[src/rtl/popcount_sampler_7seg.sv]
// ---------------------------------------------------------------------------
// popcount_sampler_7seg
//
// Samples a bank of CHANNELS input bits, either on every clock (fast mode) or
// once per 2^PRESCALE_BITS clocks (slow mode). It counts how many channels
// were high and keeps the peak count seen since the last clear. One of the two
// is shown on an active-high seven-segment digit.
//
// Everything runs on clk. The slow rate is a clock enable produced by a free
// running prescaler. No clock is ever derived or muxed.
//
// Pipeline:
//   edge N   : samp <= din                   (only when en = 1)
//   edge N+1 : count/peak <= popcount(samp), sample_valid <= 1
// din therefore reaches count after two clocks.
//
// Parameters:
//   CHANNELS       number of input channels, 1..15
//   PRESCALE_BITS  prescaler width, 1..16 (slow period = 2^PRESCALE_BITS)
//   CNT_W          count width, derived from CHANNELS; leave at default
//
// Ports:
//   clk           system clock, rising edge
//   rst_n         asynchronous active-low reset, clears all state
//   din           channel inputs, captured when en = 1
//   slow_mode     0: sample every clock, 1: sample once per prescaler period
//   hold_mode     0: display count, 1: display peak
//   clear         synchronous clear of the peak register
//   count         registered live popcount
//   peak          registered peak popcount since the last clear
//   sample_valid  one-cycle pulse when count/peak have just updated
//   seg           seven-segment drive, seg[0]=a .. seg[6]=g, active high
// ---------------------------------------------------------------------------
module popcount_sampler_7seg #(
    parameter int CHANNELS      = 6,
    parameter int PRESCALE_BITS = 12,
    parameter int CNT_W         = $clog2(CHANNELS + 1)
) (
    input  logic                clk,
    input  logic                rst_n,
    input  logic [CHANNELS-1:0] din,
    input  logic                slow_mode,
    input  logic                hold_mode,
    input  logic                clear,
    output logic [CNT_W-1:0]    count,
    output logic [CNT_W-1:0]    peak,
    output logic                sample_valid,
    output logic [6:0]          seg
);

    localparam logic [PRESCALE_BITS-1:0] PRE_ONE = PRESCALE_BITS'(1);

    // Unsigned sum of the channel bits. CHANNELS always fits in CNT_W, so the
    // sum cannot wrap.
    function automatic logic [CNT_W-1:0] popcount(input logic [CHANNELS-1:0] v);
        logic [CNT_W-1:0] sum;
        sum = '0;
        for (int i = 0; i < CHANNELS; i++) begin
            sum = sum + CNT_W'(v[i]);
        end
        return sum;
    endfunction

    // -----------------------------------------------------------------------
    // Prescaler and sample enable
    // -----------------------------------------------------------------------
    logic [PRESCALE_BITS-1:0] prescaler;
    logic                     tick;
    logic                     en;

    // The counter is held at 0 whenever slow_mode is low. Re-entering slow
    // mode therefore always starts a full period, and the first slow sample
    // lands on the 2^PRESCALE_BITS-th clock after slow_mode rises.
    // NOTE: every clocked register in this file uses non-blocking (<=)
    // assignments. All registers then read pre-edge values, which keeps the
    // pipeline stages independent of the order of the always blocks.
    always_ff @(posedge clk or negedge rst_n) begin
        if (!rst_n) begin
            prescaler <= '0;
        end else if (slow_mode) begin
            prescaler <= prescaler + PRE_ONE;
        end else begin
            prescaler <= '0;
        end
    end

    assign tick = slow_mode && (prescaler == '1);
    assign en   = slow_mode ? tick : 1'b1;

    // -----------------------------------------------------------------------
    // Stage 1: capture the channels
    // -----------------------------------------------------------------------
    logic [CHANNELS-1:0] samp;
    logic                samp_fresh;

    // samp_fresh marks that samp was loaded on the previous edge, and that
    // stage 2 must consume it on this edge. It is cleared by reset, so an
    // in-flight sample is discarded and no sample_valid follows release.
    always_ff @(posedge clk or negedge rst_n) begin
        if (!rst_n) begin
            samp       <= '0;
            samp_fresh <= 1'b0;
        end else begin
            samp_fresh <= en;
            if (en) begin
                samp <= din;
            end
        end
    end

    // -----------------------------------------------------------------------
    // Stage 2: popcount, peak tracking, valid pulse
    // -----------------------------------------------------------------------
    logic [CNT_W-1:0] samp_pop;

    assign samp_pop = popcount(samp);

    // clear is written last so that it wins over a simultaneous peak update.
    // The count update on the same edge still happens.
    always_ff @(posedge clk or negedge rst_n) begin
        if (!rst_n) begin
            count        <= '0;
            peak         <= '0;
            sample_valid <= 1'b0;
        end else begin
            sample_valid <= samp_fresh;
            if (samp_fresh) begin
                count <= samp_pop;
                if (samp_pop > peak) begin
                    peak <= samp_pop;
                end
            end
            if (clear) begin
                peak <= '0;
            end
        end
    end

    // -----------------------------------------------------------------------
    // Display: hex decode of the selected register, no added latency
    // -----------------------------------------------------------------------
    logic [CNT_W-1:0] disp;
    logic [3:0]       disp_nib;

    assign disp     = hold_mode ? peak : count;
    assign disp_nib = 4'(disp);

    // NOTE: seg gets a default before the case. Every path then assigns it,
    // so this always_comb cannot infer a latch.
    always_comb begin
        seg = 7'b0000000;
        unique case (disp_nib)
            4'h0: seg = 7'b0111111;
            4'h1: seg = 7'b0000110;
            4'h2: seg = 7'b1011011;
            4'h3: seg = 7'b1001111;
            4'h4: seg = 7'b1100110;
            4'h5: seg = 7'b1101101;
            4'h6: seg = 7'b1111101;
            4'h7: seg = 7'b0000111;
            4'h8: seg = 7'b1111111;
            4'h9: seg = 7'b1101111;
            4'hA: seg = 7'b1110111;
            4'hB: seg = 7'b1111100;
            4'hC: seg = 7'b0111001;
            4'hD: seg = 7'b1011110;
            4'hE: seg = 7'b1111001;
            4'hF: seg = 7'b1110001;
            default: seg = 7'b0000000;
        endcase
    end

endmodule

[config.mk]
export PLATFORM = sky130hd
export DESIGN_NAME = popcount_sampler_7seg
export DESIGN_NICKNAME = d
export VERILOG_FILES = /design/src/rtl/popcount_sampler_7seg.sv
export SDC_FILE = /design/constraint.sdc
export NUM_CORES = 1
export LEC_CHECK = 0
export ABC_AREA = 1
export CORE_ASPECT_RATIO = 1.4
export CORE_MARGIN = 2
export CORE_UTILIZATION = 55
export CTS_BUF_LIST = sky130_fd_sc_hd__clkbuf_8
export DETAILED_ROUTE_END_ITERATION = 10
export PLACE_DENSITY = 0.79
export SYNTH_ARGS = -nofsm -noshare
export SYNTH_HDL_FRONTEND = slang
export SYNTH_SLANG_ARGS = --single-unit
[constraint.sdc]
create_clock -name clk -period 3.4 [get_ports clk]
set_clock_uncertainty 0.2 [all_clocks]
set_input_delay 0.68 -clock clk [delete_from_list [all_inputs] [get_ports clk]]
set_output_delay 0.68 -clock clk [all_outputs]
set_load 0.1 [all_outputs]
## Yosys cells after proc, flatten, opt, wreduce, memory -nomap -nowiden

Memories as Yosys holds them, arrays and structs flattened.
Index checks and enable logic that the tools add are counted.

- Add/subtract/negate cells: 6
- Order comparisons: 1
- Eq/ne operators: 1
- Reduce and logical (&&, ||, !) cells: 4
- Multiplexer cells: 6

Operators by type and width:

| kind | count |
|---|---|
| $add 12x1->12 const B | 1 |
| $eq 12x12->1 const B | 1 |
| $mux 12 | 1 |
| $mux 3 | 4 |
| $add 3x1->3 | 3 |
| $reduce_bool 2->1 | 2 |
| $add 2x1->3 | 1 |
| $gt 3x3->1 | 1 |
| $add 1x1->2 | 1 |
| $reduce_and 2->1 | 1 |
| $logic_and 1x1->1 | 1 |
| $mux 1 | 1 |

- Bits of input ports: 11
- Bits in read-only memories: 112
- Register bits: 26
- Output and inout bits: 14
- Logic and storage cells: 25
- Memories: 1

Memories:

| name | depth | width | read ports | clocked after Yosys merged registers in | write ports | line | text |
|---|---|---|---|---|---|---|---|
| (name not given) | 16 | 7 | 1 | 0 | 0 | 152 | `unique case (disp_nib)` |

## Longest topological paths before layout

- Depth in word-level cells: 9
- Mapped depth: 16

## Least setup slack after synthesis

OpenSTA, ideal clock, no wires.

- Path kind: register to output
- Start: register peak[0]
- End: output port seg[3]
- Arrival: 3.172 ns
- Path buffers: 0
- Stages on the path, launching flop included: 7
- Required time: 2.520 ns
- Setup slack: -0.652 ns
- Path through: dfrtp_1 > inv_1 > nand2_1 > o21ai_0 > ha_1 > nand2_1 > nand2_1

- Cells in the longest elaborated chain, start to end: 2

RTL lines:

| element | line | text |
|---|---|---|
| from (decl) | 46 | `output logic [CNT_W-1:0] peak,` |
| from (signal assigned) | 130 | `peak <= samp_pop;` |
| $mux 3 | 145 | `assign disp = hold_mode ? peak : count;` |
| $mem_v2 16x7 | - |  |
| to (decl) | 48 | `output logic [6:0] seg` |

No other way between the ends.

## Worst setup path after layout

- Start: register samp[3]
- End: register peak[0]

- Cells in the longest elaborated chain, start to end: 6
- Elaborated cells on any way between the ends: 9
- Those cells by class: add/sub: 3; order compare: 1; mux: 3; reduce/logical: 2

RTL lines:

| element | line | text |
|---|---|---|
| from (decl) | 93 | `logic [CHANNELS-1:0] samp;` |
| from (signal assigned) | 106 | `samp <= din;` |
| $add 3x1->3 (3 in series) | 59 | `sum = sum + CNT_W'(v[i]);` |
| net samp_pop[1] | 114 | `logic [CNT_W-1:0] samp_pop;` |
| $gt 3x3->1 | 129 | `if (samp_pop > peak) begin` |
| $reduce_bool 2->1 (no line) | - |  |
| $reduce_and 2->1 (no line) | - |  |

The timed path passes the listed nets, and every way through them passes these cells. The select of a mux whose other input is x is not followed.
A chain may end at the register's enable or synchronous reset.

==> summary.txt <==
CTS
  • CTS Hold Bufs: 0
  • Sink Count: 26
  • CTS HTree Levels: 1
  • CTS tree: built
  • CTS max path bufs: 2
  • Number of buffers created by CTS: 3
  • Root cell of the clock tree: clkbuf_8
  • Later-pin clock latency in the skew report: 260 ps
  • Clk pin slew, worst setup/hold paths: 80 ps

Global route
  • First-pass GRT wire length: 5.54 mm
  • Vias in the first global route: between 1000 and 1500
  • Grt total ovfl: 0
  • Pin count of the biggest net entering global routing: 27
  • GRT Total Usage: 0.221
  • Initial antenna violation count: 0

Synthesis
  • Synth cell types: 24
  • Synthesized area per cell: 8.13 um^2
  • Mapped Nets: 213
  • Syn Std Cell Area: about 1500 um^2
  • Post-synth top area cell: dfrtp_1
  • Xor/xnor share of the synthesized area: 0.00573
  • Number of synthesized flops with an enable pin: 0
  • Register bit count reported by yosys: 26
  • Count leader, synth: nand2_1
  • Synth Area in Adders: 0.129
  • Cells after Synth: roughly 190
  • Commonest cells in the netlist: 46 x nand2_1, 27 x inv_1, 26 x dfrtp_1
  • Ys async rst share: 1.00
  • Synth top area cells: dfrtp_1 43%, nand2_1 11%, ha_1 9.0%, inv_1 6.6%, nor2_1 5.6%
  • Combinational family with the most area after synthesis: simple AND/OR/NAND/NOR gates
  • Post-Synth Simple-Gate Area: 0.301
  • Synth Flop Type: dfrtp_1
  • Multiplexer share of the synthesized area: 0
  • Post-synthesis sequential area ratio: 0.426
  • Yosys top cell area share: 0.426
  • Syn. warnings: 0
  • Synth Area in Compound Gates: 0.0663

Placed design
  • Placed cell area: 1900 um^2
  • GP Congestion: 0.833
  • Final HPWL from detailed placement: 2.49 mm
  • IO buf count: 24

Critical path
  • Crit-path max cell delay: 600 ps
  • Kind of critical path: reg2reg
  • Crit-path slowest cell: fa_2
  • Crit path arrival time: roughly 3300 ps
  • Required @ worst endpoint: 3360 ps
  • Max Fanout on Critical Path: 3
  • Startpoint types: register
  • Delay-heaviest family, CP: adder cells
  • Buf/Inv on CP: 5
  • Critical path cell sequence: fa_1, inv_1, fa_1, inv_1, ha_2, inv_2, fa_2, inv_2, ha_4, nand3_2, nand2_2, inv_2, nand2_2, nand2_1, nand2_1, nor2_2
  • Critical Path Most Common Cell: inv_2
  • Crit end category: register

Timing
  • Peak Freq: 298 MHz
  • Slew Viols, Final: 0
  • Slew headroom: 0.590
  • Setup-failing EPs final: 0
  • RSZ-0062 raised after global routing: yes
  • Final Cycle Share: 0.987
  • Fin crit period: 3360 ps
  • Fin. Hold Viols: 0
  • Sum Neg Setup Slack: 0 ps
  • Slew at the pin closest to its max-slew limit: slightly above 600 ps
  • Hold Worst Slack: 250 ps

Routing
  • Vias per cell: between 5 and 6
  • DRT antenna net count: 0
  • First-pass iteration count of the detailed router: 4
  • DRC Markers: 0
  • DRT iter0 DRCs: 46
  • Via count: 1320
  • Wirelength per Cell: roughly 13 um
  • WL final: 3.27 mm

Die
  • Die Ht: between 60 and 70 um
  • I/O pin cnt: 25
  • DIE AREA: 3220 um^2
  • Core area: 2640 um^2
  • Starting density of the core: 0.579
  • Num rows: 22
  • Die X-Extent: 48.6 um

Finish
  • Final core occ: 0.759
  • # nets final: 245
  • Area grow syn2layout: 31.3%
  • Final Cell Area: 2010 um^2
  • ANT cells: 0
  • Layout cells sized above 1: 0.243

Power and ir drop
  • Maximum VDD drop: roughly 0.00052 V
  • Pwr/cell area: 760 nW/um^2
  • Lkg Pwr: ~0.97 nW
  • PnR Total Power: 0.00153 W

Worst hold path
  • Hold WC Path Type: reg2reg

Job
  • Maxcap violations: 0

Run status
  • Status: finished, final reports clean
-- report_power, final --
part	total [W]	switching (W)	internal (W)
clock network	0.000169	0.0000895	0.0000792
logic	0.000986	0.000667	0.000320
registers	0.000371	0.0000288	0.000342
total	0.00153	0.000785	0.000741
-- cell families (layout without fill, tap and decap cells) --
kind of cell,after synthesis,count (layout)
buffers and inverters,29,59
adders and majority gates,14,14
xor gates and xnor gates,1,1
and+or+nand+nor,99,99
DFF,26,26
AOI/OAI and AO/OA,19,19
-- flip-flops by register name, summed over array words and instances (netlist names) --
signal	cells
prescaler	12
samp	6
count	3
peak	3
sample_valid	1
samp_fresh	1
-- timing repair --
| item | 4_1_cts | 5_1_grt |
|---|---|---|
| setup buffers | 0 | 1 |
| hold endpoints to repair | 0 | 0 |
| setup endpoints to repair | 0 | 4 |
| gates resized for setup | 0 | 18 |
-- per-layer routing --
| layer | up-vias | global-route usage | part of all wire |
|---|---|---|---|
| met4 | 0 | 0.0929 | 0.011 |
| li1 | 652 | - | - |
| met5 | - | 0 | 0 |
| met2 | 33 | 0.450 | 0.58 |
| met3 | 4 | 0.0271 | 0.026 |
| met1 | 631 | 0.223 | 0.38 |
-- stage by stage --
step	setup WS, ps	instances
floorplan	-413	188
global placement	141	250
detailed placement	50.1	250
CTS	20.2	253
global route	-64.0	254
finish	43.8	254
-- cell type report --
class	instances	area (um^2)
Multi-Input combinational cell	133	842
Inverter	28	105
Clock buffer	3	41.3
Tap cell	36	45.0
Sequential cell	26	651
Fill cell	200	636
Timing Repair Buffer	28	323
-- worst reg2reg max path, stage by stage (launching register included) --
cell and delay [ps]:
dfrtp_1 400, fa_1 530, inv_1 50, fa_1 430, inv_1 70, ha_2 160, inv_2 40, fa_2 600
inv_2 50, ha_4 270, nand3_2 60, nand2_2 100, inv_2 60, nand2_2 80, nand2_1 50, nand2_1 60
nor2_2 40
-- cell usage in the layout, fill, tap and decap left out, types with 4 or more instances in the layout --
cell type,synthesis,routed
nand3_1,15,12
a21oi_1,6,4
buf_12,0,7
ha_1,11,8
buf_4,0,11
inv_1,27,24
nor2_1,23,22
inv_2,1,4
nand2_1,46,42
o21ai_0,7,6
nand2_2,2,6
clkdlybuf4s50_1,0,10
dfrtp_1,26,26
-- final timing paths --
check / startpoint / endpoint / slack (ps) / cells after the start
worst max-delay path: samp[3] / peak[0] / 40 / 16
worst min-delay path: samp_fresh / sample_valid / 250 / 0
worst max register to register: samp[3] / peak[0] / 40 / 16
worst min register to register: samp_fresh / sample_valid / 250 / 0
max in group asynchronous: rst_n / samp_fresh / 2180 / 2
min in group asynchronous: rst_n / prescaler[3] / 570 / 2
No activity file was read; power rests on OpenSTA's default activity.
